===== src/rtl/time_set_entry.sv =====
// Button-driven hour/minute editor: three raw buttons are synchronized and debounced,
// then drive an IDLE -> SET_HOUR -> SET_MIN -> COMMIT edit sequence.

module tse_debounce #(
    parameter int DEBOUNCE_CYCLES = 1000000
) (
    input  logic main_clock,
    input  logic reset,
    input  logic btn_i,
    output logic press_o
);
    localparam int CW = $clog2(DEBOUNCE_CYCLES + 1);

    logic          sync1_q, sync2_q, level_q, press_q;
    logic [CW-1:0] cnt_q, cnt_d;
    logic          accept;

    // Count consecutive disagreeing cycles; any agreement restarts the count.
    always_comb begin
        accept = 1'b0;
        cnt_d  = '0;
        if (sync2_q != level_q) begin
            if (cnt_q == CW'(DEBOUNCE_CYCLES - 1)) accept = 1'b1;
            else                                   cnt_d  = cnt_q + CW'(1);
        end
    end

    always_ff @(posedge main_clock or posedge reset) begin
        if (reset) begin
            sync1_q <= 1'b0;
            sync2_q <= 1'b0;
            level_q <= 1'b0;
            press_q <= 1'b0;
            cnt_q   <= '0;
        end else begin
            sync1_q <= btn_i;
            sync2_q <= sync1_q;
            cnt_q   <= cnt_d;
            if (accept) level_q <= sync2_q;
            press_q <= accept & sync2_q;
        end
    end

    assign press_o = press_q;
endmodule

module time_set_entry #(
    parameter int DEBOUNCE_CYCLES = 1000000,
    parameter int TIMEOUT_CYCLES  = 1000000000
) (
    input  logic        main_clock,
    input  logic        reset,
    input  logic        btn_mode,
    input  logic        btn_up,
    input  logic        btn_down,
    input  logic [16:0] cur_time,
    output logic [16:0] time_set,
    output logic        time_load,
    output logic [1:0]  edit_field
);
    localparam int NUM_BTN = 3;
    localparam int TW      = $clog2(TIMEOUT_CYCLES + 1);

    typedef enum logic [1:0] {IDLE, SET_HOUR, SET_MIN, COMMIT} state_t;

    logic [NUM_BTN-1:0] btn_raw, press;
    logic               p_mode, inc, dec, any_press;

    assign btn_raw = {btn_down, btn_up, btn_mode};

    for (genvar i = 0; i < NUM_BTN; i++) begin : g_btn
        tse_debounce #(.DEBOUNCE_CYCLES(DEBOUNCE_CYCLES)) u_deb (
            .main_clock (main_clock),
            .reset      (reset),
            .btn_i      (btn_raw[i]),
            .press_o    (press[i])
        );
    end

    // Mode wins over up/down; simultaneous up+down cancel each other.
    assign p_mode    = press[0];
    assign inc       = press[1] & ~press[2] & ~p_mode;
    assign dec       = press[2] & ~press[1] & ~p_mode;
    assign any_press = |press;

    state_t        state_q, state_d;
    logic [4:0]    hours_q, hours_d, seed_h;
    logic [5:0]    mins_q, mins_d, seed_m;
    logic [TW-1:0] tmo_q, tmo_d;
    logic [16:0]   time_set_q, time_set_d;
    logic          time_load_q;
    logic [1:0]    edit_field_q, edit_field_d;

    always_comb begin
        seed_h = '0;
        seed_m = '0;
        if (cur_time < 17'd86400) begin
            seed_h = 5'(cur_time / 17'd3600);
            seed_m = 6'((cur_time % 17'd3600) / 17'd60);
        end
    end

    always_comb begin
        state_d    = state_q;
        hours_d    = hours_q;
        mins_d     = mins_q;
        tmo_d      = '0;
        time_set_d = time_set_q;
        unique case (state_q)
            IDLE: begin
                if (p_mode) begin
                    state_d = SET_HOUR;
                    hours_d = seed_h;
                    mins_d  = seed_m;
                end
            end
            SET_HOUR: begin
                if (p_mode)   state_d = SET_MIN;
                else if (inc) hours_d = (hours_q == 5'd23) ? 5'd0 : hours_q + 5'd1;
                else if (dec) hours_d = (hours_q == 5'd0) ? 5'd23 : hours_q - 5'd1;
            end
            SET_MIN: begin
                if (p_mode)   state_d = COMMIT;
                else if (inc) mins_d = (mins_q == 6'd59) ? 6'd0 : mins_q + 6'd1;
                else if (dec) mins_d = (mins_q == 6'd0) ? 6'd59 : mins_q - 6'd1;
            end
            COMMIT:  state_d = IDLE;
            default: state_d = IDLE;
        endcase

        // Inactivity abandons the edit; any press, even a cancelled one, restarts the wait.
        if (state_q == SET_HOUR || state_q == SET_MIN) begin
            if (any_press)                              tmo_d   = '0;
            else if (tmo_q == TW'(TIMEOUT_CYCLES - 1))  state_d = IDLE;
            else                                        tmo_d   = tmo_q + TW'(1);
        end

        if (state_d == COMMIT)
            time_set_d = 17'(hours_d) * 17'd3600 + 17'(mins_d) * 17'd60;

        unique case (state_d)
            SET_HOUR: edit_field_d = 2'b01;
            SET_MIN:  edit_field_d = 2'b10;
            default:  edit_field_d = 2'b00;
        endcase
    end

    always_ff @(posedge main_clock or posedge reset) begin
        if (reset) begin
            state_q      <= IDLE;
            hours_q      <= '0;
            mins_q       <= '0;
            tmo_q        <= '0;
            time_set_q   <= '0;
            time_load_q  <= 1'b0;
            edit_field_q <= 2'b00;
        end else begin
            state_q      <= state_d;
            hours_q      <= hours_d;
            mins_q       <= mins_d;
            tmo_q        <= tmo_d;
            time_set_q   <= time_set_d;
            time_load_q  <= (state_d == COMMIT);
            edit_field_q <= edit_field_d;
        end
    end

    assign time_set   = time_set_q;
    assign time_load  = time_load_q;
    assign edit_field = edit_field_q;
endmodule


===== config.mk =====
export PLATFORM = sky130hd
export DESIGN_NAME = time_set_entry
export DESIGN_NICKNAME = d
export VERILOG_FILES = /design/src/rtl/time_set_entry.sv
export SDC_FILE = /design/constraint.sdc
export NUM_CORES = 1
export LEC_CHECK = 0
export BUFFER_PORTS_ARGS = -buffer_cell sky130_fd_sc_hd__buf_4
export CAP_MARGIN = 20
export CORE_MARGIN = 2
export CORE_UTILIZATION = 45
export DETAILED_ROUTE_END_ITERATION = 8
export GPL_ROUTABILITY_DRIVEN = 0
export PLACE_DENSITY = 0.63
export RECOVER_POWER = 100
export SLEW_MARGIN = 10
export SYNTH_ARGS = -nofsm -noshare
export SYNTH_HDL_FRONTEND = slang
export SYNTH_SLANG_ARGS = --single-unit

===== constraint.sdc =====
create_clock -name main_clock -period 9.7 [get_ports main_clock]
set_input_delay 2.91 -clock main_clock [delete_from_list [all_inputs] [get_ports main_clock]]
set_output_delay 2.91 -clock main_clock [all_outputs]
set_load 0.02 [all_outputs]

# ---- Word-level counts from Yosys, hierarchy flattened
# Index checks and enable logic that the tools add are counted.
dict set report classes {
  n_addsub 9
  mul 2
  div_mod_pow 3
  order_cmp 1
  n_eq_ne 15
  mux 39
  bitwise 10
  reduce_logical 5
}
# cell count
set op_table {}
lappend op_table {{$mux W20} 6}
lappend op_table {{$mux W30} 3}
lappend op_table {{$add A20 B1 Y20 const B} 3}
lappend op_table {{$eq A20 B20 Y1 const B} 3}
lappend op_table {{$mux W6} 7}
lappend op_table {{$mux W5} 7}
lappend op_table {{$add A30 B1 Y30 const B} 1}
lappend op_table {{$eq A30 B30 Y1 const B} 1}
lappend op_table {{$add A17 B12 Y17} 1}
lappend op_table {{$div A17 B12 Y17 const B} 1}
lappend op_table {{$div A17 B6 Y17 const B} 1}
lappend op_table {{$lt A17 B17 Y1 const B} 1}
lappend op_table {{$mod A17 B12 Y17 const B} 1}
lappend op_table {{$mul A5 B8 Y13 const B} 1}
lappend op_table {{$mux W2} 6}
lappend op_table {{$pmux W6 S2} 1}
lappend op_table {{$mul A6 B4 Y10 const B} 1}
lappend op_table {{$pmux W5 S2} 1}
lappend op_table {{$eq A2 B2 Y1 const B} 4}
lappend op_table {{$pmux W2 S4} 1}
lappend op_table {{$and A1 B1 Y1} 7}
lappend op_table {{$add A6 B1 Y6 const B} 1}
lappend op_table {{$eq A6 B6 Y1 const B} 1}
lappend op_table {{$logic_not A6 Y1} 1}
lappend op_table {{13 further kinds} 23}
dict set report totals {
  ff_bits 135
  output_inout_bits 20
}

# ---- Depth between registers and ports, before layout
# Gate-level depths: netlist (run 1).
dict set report depth {
  ltp_word 9
  depth_mapped 49
  ltp_nobuf 43
}

# ---- Cells and area by module
# A second synthesis (run 1) with hierarchy kept.
dict set report unflattened {
  hier_cells 1220
  hier_area_um2 10695.3
}
# module n_inst cells_per_inst area_each_um2 seq_area_each_um2
set modules_own_cells {}
lappend modules_own_cells {time_set_entry 1 896 7129.3 1526.5}
lappend modules_own_cells {tse_debounce 3 108 1188.6 600.6}

# ---- Least setup slack after synthesis (run 1)
# OpenSTA, ideal clock, no wires.
dict set report synth_timing {
  path_kind {input to register}
  from {input port cur_time[12]}
  to {register time_set_q[15], in the netlist time_set[15]}
  arrival_ns 12.825
  required_ns 9.565
  slack_ns -3.261
  path_stages 45
  n_path_buf 2
  cell_sequence {or4_1 > buf_2 > o21a_1 > o21a_1 > or4_4 > o311ai_2 > o211a_1 > o2111ai_4 > o211a_1 > or2_1 > o31a_1 > o31a_1 > nor2_1 > a21oi_2 > maj3_2 > a21o_1 > buf_6 > a41o_1 > [9 not listed] > inv_1 > fa_1 > inv_1 > fa_1 > inv_1 > ha_1 > a21o_1 > a21o_1 > a21o_1 > a21oi_1 > nor2b_1 > o21ai_0 > nand2b_1 > a21oi_1 > nor2_1 > nand3b_1 > xor2_1 > o21ai_0}
}
dict set report synth_between {
  elab_chain_len 7
  word_cells_on_any_way 13
  classes_between {add/sub (1); mul (2); div (3); order compare (1); mux (6)}
}
# element line
set synth_rtl {}
lappend synth_rtl {{start, declared} 56} ;# input logic [16:0] cur_time,
lappend synth_rtl {{$mod A17 B12 Y17} 99} ;# seed_m = 6'((cur_time % 17'd3600) / 17'd60);
lappend synth_rtl {{$div A17 B6 Y17} 99}
lappend synth_rtl {{$mux W6} 97} ;# if (cur_time < 17'd86400) begin
lappend synth_rtl {{$mux W6} 111} ;# if (p_mode) begin
lappend synth_rtl {{$pmux W6 S2} 109} ;# unique case (state_q)
lappend synth_rtl {{$mul A6 B4 Y10} 139} ;# time_set_d = 17'(hours_d) * 17'd3600 + 17'(mins_d) * 17'd60;
lappend synth_rtl {{$add A17 B12 Y17 (*)} 139}
lappend synth_rtl {{end signal, assigned} 162} ;# time_set_q <= time_set_d;
lappend synth_rtl {{end, declared} 90} ;# logic [16:0] time_set_q, time_set_d;
# Every way passes the cells marked *; elsewhere a longest branch is shown, timed or not.
# A chain may end at the register's enable or synchronous reset.

# ---- Worst setup path after layout (run 1)
# Ends and elaborated chain as after synthesis.

==> results of run 1 <==
per-stage QoR:
stage               cell area (µm²)  TNS (ns)  setup slack [ns]
CTS                           13300    -28.50             -2.67
finish                        13600    -29.84             -2.83
global route                  13600    -35.40             -3.27
detailed placement            12300    -37.01             -3.39
floorplan                     10400    -30.63             -2.96
global placement              12300    -36.19             -3.30
what timing repair did:
action,CTS,global route
resized for setup,52,60
endpoints found under the setup margin,14,14
pin swaps,19,49
buffers inserted,24,22
power by group:
group	internal, mW	switching, mW
clock	0.444	0.235
sequential	0.560	0.00377
combinational	0.496	0.498
flip-flops by register name, summed over array words and instances, names as in the netlist, 2 cells and up:
signal	count
state_q	2
time_set	15
g_btn.u_deb.sync2_q	3
edit_field	2
hours_q	5
g_btn.u_deb.press_o	3
tmo_q	30
g_btn.u_deb.level_q	3
g_btn.u_deb.sync1_q	3
g_btn.u_deb.cnt_q	60
mins_q	6
worst max path at each step:
stage	endpoint	slack, ns	cells past startpoint
3_5_place_dp	time_set[15]$_DFFE_PP0P_	-3.39	46
3_3_place_gp	time_set[15]$_DFFE_PP0P_	-3.30	49
4_1_cts	time_set[15]$_DFFE_PP0P_	-2.67	44
5_1_grt	time_set[15]$_DFFE_PP0P_	-3.27	49
2_1_floorplan	time_set[15]$_DFFE_PP0P_	-2.96	45
6_report	time_set[15]$_DFFE_PP0P_	-2.83	48
critical path: cells and delay by family:
kind,cells,cell delay [ns]
and+or+nand+nor,11,2.22
adders and majority gates,4,1.77
xor gates and xnor gates,1,0.15
muxes,1,0.32
AOI/OAI and AO/OA,22,4.41
buffers and inverters,9,1.02
layout make-up:
cell class,count,area share
Multi-Input combinational cell,989,0.525
Sequential cell,133,0.244
Timing Repair Buffer,263,0.143
Clock buffer,24,0.0376
Tap cell,285,0.0262
Inverter,56,0.0155
Clock inverter,8,0.00873
layout by cell type (no fill, tap or decap), types with 26 or more instances in the layout:
| cell type | n |
|---|---|
| xnor2_1 | 48 |
| xor2_1 | 48 |
| and3_1 | 26 |
| buf_4 | 226 |
| ha_1 | 46 |
| nor2_1 | 132 |
| o21ai_0 | 49 |
| or3_1 | 27 |
| nand3_1 | 58 |
| dfrtp_1 | 133 |
| nand2_1 | 124 |
| nand4_1 | 32 |
| inv_1 | 51 |
| a21oi_1 | 51 |
metal layers:
metal	track usage	wire length, µm	vias up
met2	0.378	13000	159
met5	0	0	-
met4	0.0555	329	0
met1	0.286	12100	4676
li1	-	-	4861
met3	0.0358	856	27
logic make-up (layout without fill, tap and decap cells):
kind of cell	Yosys count	in the layout
multiplexers	10	10
buffers and inverters	102	351
other	1	2
flip-flops	133	133
AO/OA/AOI/OAI	276	276
adder cells (fa/ha/maj)	64	64
AND/OR/NAND/NOR	533	533
XOR/XNOR	104	104
==> metrics.txt, run 1 <==
leakage 6.04 nW; Hold Path End g_btn[0].u_deb.sync2_q$_DFF_PP0_; CTS max path bufs 2; setup ws final -2.83 ns; Synth Area in XOR/XNOR 0.0896; largest net degree at the start of global routing 71; cell taking the most area after synthesis dfrtp_1; TritonCTS Sinks 133; Row Count 55; Mapped Area 10300 µm²; Arr. time, crit path 12.80 ns; post-synthesis adder-cell area fraction 0.0868; largest stage delay on the critical path 0.55 ns; vias per cell 5.53; H-tree depth 4; synth cell count leaders nor2_1, dfrtp_1, nand2_1; Placeable Area 22600 µm²; Crit-path slowest cell or4_4; largest family of logic cells by synthesized area simple AND/OR/NAND/NOR gates; drt drc 0; Synth cell types 97; Hold WC Path Type reg2reg; fraction of layout cells with a size suffix above 1 0.274; Pwr Density 164 nW/µm²; Slew Limit Fails 136; Mean Syn Cell Area 8.45 µm²; Yosys reg bits 133; Yosys top cell area share 0.322; Initial DRC Count 405; placed insts 1689; post-synthesis mux area share 0.0104; die height 156 µm; multi-input logic area 7140 µm²; Slew HR -1.49; total power 2.24 mW; Top Ports 42; Synth-to-Final Area Change 31.7%; DR WL/cell 15.0 µm; die area 24200 µm²; hold_buf cts 0; root buffer cell clkbuf_16; ANT nets after route 0; FF-to-FF End time_set[15]$_DFFE_PP0P_; CTS buffer count 17; fmax 79.8 MHz; hold_ws 0.348 ns; IO buf count 37; Clock Latency Late Sink 0.42 ns; initial antenna violation count 0; R2R cell count 24; Fillers 1991; top_reg_cell synth dfrtp_1; hold path depth 0; worst setup path category in2reg; Crit path required time 9.97 ns; most numerous cell in the Yosys netlist nor2_1; Worst IR Drop VDD 0.122 mV; register area 3330 µm²; final hold viol count 0; Initial Utilization 0.458; unrepaired setup endpoints after global routing yes; First-pass DRT Iterations 5; first-pass GRT wire length 44100 µm; most used cell, CP a21o_1; asr flop ratio synth 1.00; Detailed Route WL 26300 µm; n_diodes 0; vias in the first global route 9556; synthesized instance count 1223; status finished, violations left; Setup crit end kind flip-flop; Worst-path clk slew 0.06 ns; Die W 156 µm; Synth Area in Simple Gates 0.262; Setup violations, final 13; FF-to-FF Start g_btn[0].u_deb.press_o$_DFF_PP0_; worst setup path start cur_time[12]; hold_sp g_btn[0].u_deb.sync1_q$_DFF_PP0_; area fraction in compound gates after synthesis 0.189; reg2reg setup slack 3.88 ns; total number of yosys warnings 0; # nets final 1545; Post-synth EDFFs 0; Final Cycle Share 1.29; grt ovf 0; critical path peak fanout 6; non-filler instance count after layout 1758; sequential fraction of the synthesis area 0.322; violated checks capacitance limit, slew limit, setup timing; Startpoint Class primary input; DP HPWL 18600 µm; Final min period 12.53 ns; Vias 9723; worst slew pin tran 3.74 ns; Finished Core Util 0.603; Layout Skew 0.00795 ns; dominant cells by area after synthesis dfrtp_1, ha_1, nor2_1; Max-Cap Viols 2; Total GRT Usage 0.219; CTS tree done
(Power assumes the default switching activity.)
==> run 2, diff against run 1 <==
Settings changed: CORE_UTILIZATION 45 to 35, PLACE_DENSITY 0.63 to 0.52.
Clock period 9.7 ns to 12.45 ns, I/O delays scaled along.
==> run 2 against run 1 <==
Effect of this change:
- the run still ends with capacitance limit, slew limit, setup timing left
- via count shrank 1.1%
- die area rose by 28%
- count of clock-buffer cells in the layout down 5
- combinational power down 18%
- sequential share of layout area shrank 0.096 points
- wire length fell by 1.2%
- final area up 0.40%
- non-clock buffer count rose by 9
- critical path depth unchanged
- setup slack improved by 1.8 ns
- register-to-register slack better by 2.7 ns
- critical path type unchanged
==> metrics.txt, run 2 (synthesized netlist as in run 1, its figures left out) <==
status finished, violations left (unchanged); violated checks capacitance limit, slew limit, setup timing (unchanged); FF-to-FF Start g_btn[0].u_deb.press_o$_DFF_PP0_ (unchanged); worst setup path start cur_time[9] (was cur_time[12]); R2R cell count 25 (was 24); Worst Path Buf+Inv 7 (was 9); worst slew pin tran 3.54 ns (was 3.74 ns); non-filler instance count after layout 1866 (was 1758); worst setup path category in2reg (unchanged); Clock Latency Late Sink 0.42 ns (about the same); vias in the first global route 9347 (was 9556); Slew Limit Fails 136 (unchanged); register area 3330 µm² (unchanged); Fillers 2806 (was 1991); CTS tree done (unchanged); unrepaired setup endpoints after global routing yes (unchanged); Detailed Route WL 26000 µm (was 26300 µm); hold_ws 0.351 ns (was 0.348 ns); Max-Cap Viols 2 (unchanged); Crit-path slowest cell or4_4 (unchanged); die area 30900 µm² (was 24200 µm²); TritonCTS Sinks 133 (unchanged); H-tree depth 4 (unchanged); fraction of layout cells with a size suffix above 1 0.273 (was 0.274); CTS buffer count 17 (unchanged); total power 1.73 mW (was 2.24 mW); IO buf count 37 (unchanged); Crit path required time 12.72 ns (was 9.97 ns); leakage 6.02 nW (was 6.04 nW); Worst IR Drop VDD 0.0852 mV (was 0.122 mV); root buffer cell clkbuf_16 (unchanged); Initial Utilization 0.358 (was 0.458); reg2reg setup slack 6.62 ns (was 3.88 ns); Finished Core Util 0.474 (was 0.603); Die W 176 µm (was 156 µm); critical path peak fanout 6 (unchanged); DR WL/cell 13.9 µm (was 15.0 µm); Setup violations, final 11 (was 13); vias per cell 5.15 (was 5.53); Placeable Area 28900 µm² (was 22600 µm²); Arr. time, crit path 13.70 ns (was 12.80 ns); hold path depth 0 (unchanged); Setup WS pre-CTS -1.69 ns (was -3.39 ns); grt ovf 0 (unchanged); Pwr Density 127 nW/µm² (was 164 nW/µm²); CTS max path bufs 2 (unchanged); FF-to-FF End time_set[15]$_DFFE_PP0P_ (unchanged); Final min period 13.44 ns; number of flip-flops under the largest register name 60 (unchanged); first-pass GRT wire length 44700 µm (was 44100 µm); First-pass DRT Iterations 4 (was 5); n_diodes 0 (unchanged); Setup crit end kind flip-flop (unchanged); commonest non-fill, non-tap cells in the layout buf_4, dfrtp_1, nor2_1, nand2_1, nand3_1 (unchanged); hold_sp g_btn[2].u_deb.sync1_q$_DFF_PP0_ (was g_btn[0].u_deb.sync1_q$_DFF_PP0_); initial antenna violation count 0 (unchanged); Total GRT Usage 0.173 (was 0.219); Vias 9613 (was 9723); Final Cycle Share 1.08; die height 176 µm (was 156 µm); Hold WC Path Type reg2reg (unchanged); ANT nets after route 0 (unchanged); placed insts 1793 (was 1689); largest stage delay on the critical path 0.54 ns (was 0.55 ns); setup ws final -0.988 ns (was -2.83 ns); DP HPWL 18800 µm (was 18600 µm); Layout Skew 0.0155 ns (was 0.00795 ns); drt drc 0 (unchanged); Top Ports 42 (unchanged); Worst-path clk slew 0.07 ns (was 0.06 ns); largest net degree at the start of global routing 69 (was 71); fmax 74.4 MHz; Hold Path End g_btn[2].u_deb.sync2_q$_DFF_PP0_ (was g_btn[0].u_deb.sync2_q$_DFF_PP0_); Initial DRC Count 447 (was 405); hold_buf cts 0 (unchanged); final hold viol count 0 (unchanged); Slew HR -1.36 (was -1.49); Startpoint Class primary input (unchanged); Row Count 62 (was 55); most common cell after layout, fill and taps aside buf_4 (unchanged); Most flops, register g_btn.u_deb.cnt_q (unchanged); # nets final 1554 (was 1545); delay-heaviest family, CP compound AO/OA/AOI/OAI gates (unchanged); multi-input logic area 7090 µm² (was 7140 µm²); Synth-to-Final Area Change 32.3% (was 31.7%)
run 2: layout make-up:
| type | count | share of cell area |
|---|---|---|
| multi-input cells | 989 | 0.518 |
| well taps | 384 | 0.0351 |
| flip-flops and latches | 133 | 0.243 |
| clock inverters | 13 | 0.00805 |
| clock buffers | 19 | 0.0331 |
| inverters | 56 | 0.0156 |
| repair buffers | 272 | 0.146 |
run 2: what timing repair did:
item | CTS | global route
setup buffers | 32 | 17
pin swaps | 57 | 53
gates cloned | 0 | 0
resized for setup | 44 | 51
endpoints found under the setup margin | 12 | 12
hold endpoints to repair | 0 | 0
run 2: metrics by stage:
step	cell area (µm²)	setup TNS (ns)
6_report	13700	-7.63
5_1_grt	13700	-12.36
4_1_cts	13400	-6.38
3_5_place_dp	12400	-14.90
3_3_place_gp	12400	-15.20
2_1_floorplan	10400	-7.27
run 2: power breakdown:
part	switching, mW	internal, mW	total (mW)
Combinational	0.410	0.408	0.818
Sequential	0.00276	0.436	0.438
Clock	0.207	0.271	0.478
run 2: layer usage:
layer | GRT usage | vias up | part of all wire
met1 | 0.242 | 4606 | 0.50
met2 | 0.286 | 103 | 0.47
met5 | 0 | - | 0
li1 | - | 4890 | -
met3 | 0.0219 | 14 | 0.020
met4 | 0.0372 | 0 | 0.0073
run 2: worst max-delay path by stage:
stage | to | cells past startpoint
after floorplan | time_set[16]$_DFFE_PP0P_ | 43
after global placement | time_set[15]$_DFFE_PP0P_ | 44
after detailed placement | time_set[15]$_DFFE_PP0P_ | 44
after CTS | time_set[15]$_DFFE_PP0P_ | 48
after global routing | time_set[15]$_DFFE_PP0P_ | 47
final | time_set[15]$_DFFE_PP0P_ | 48
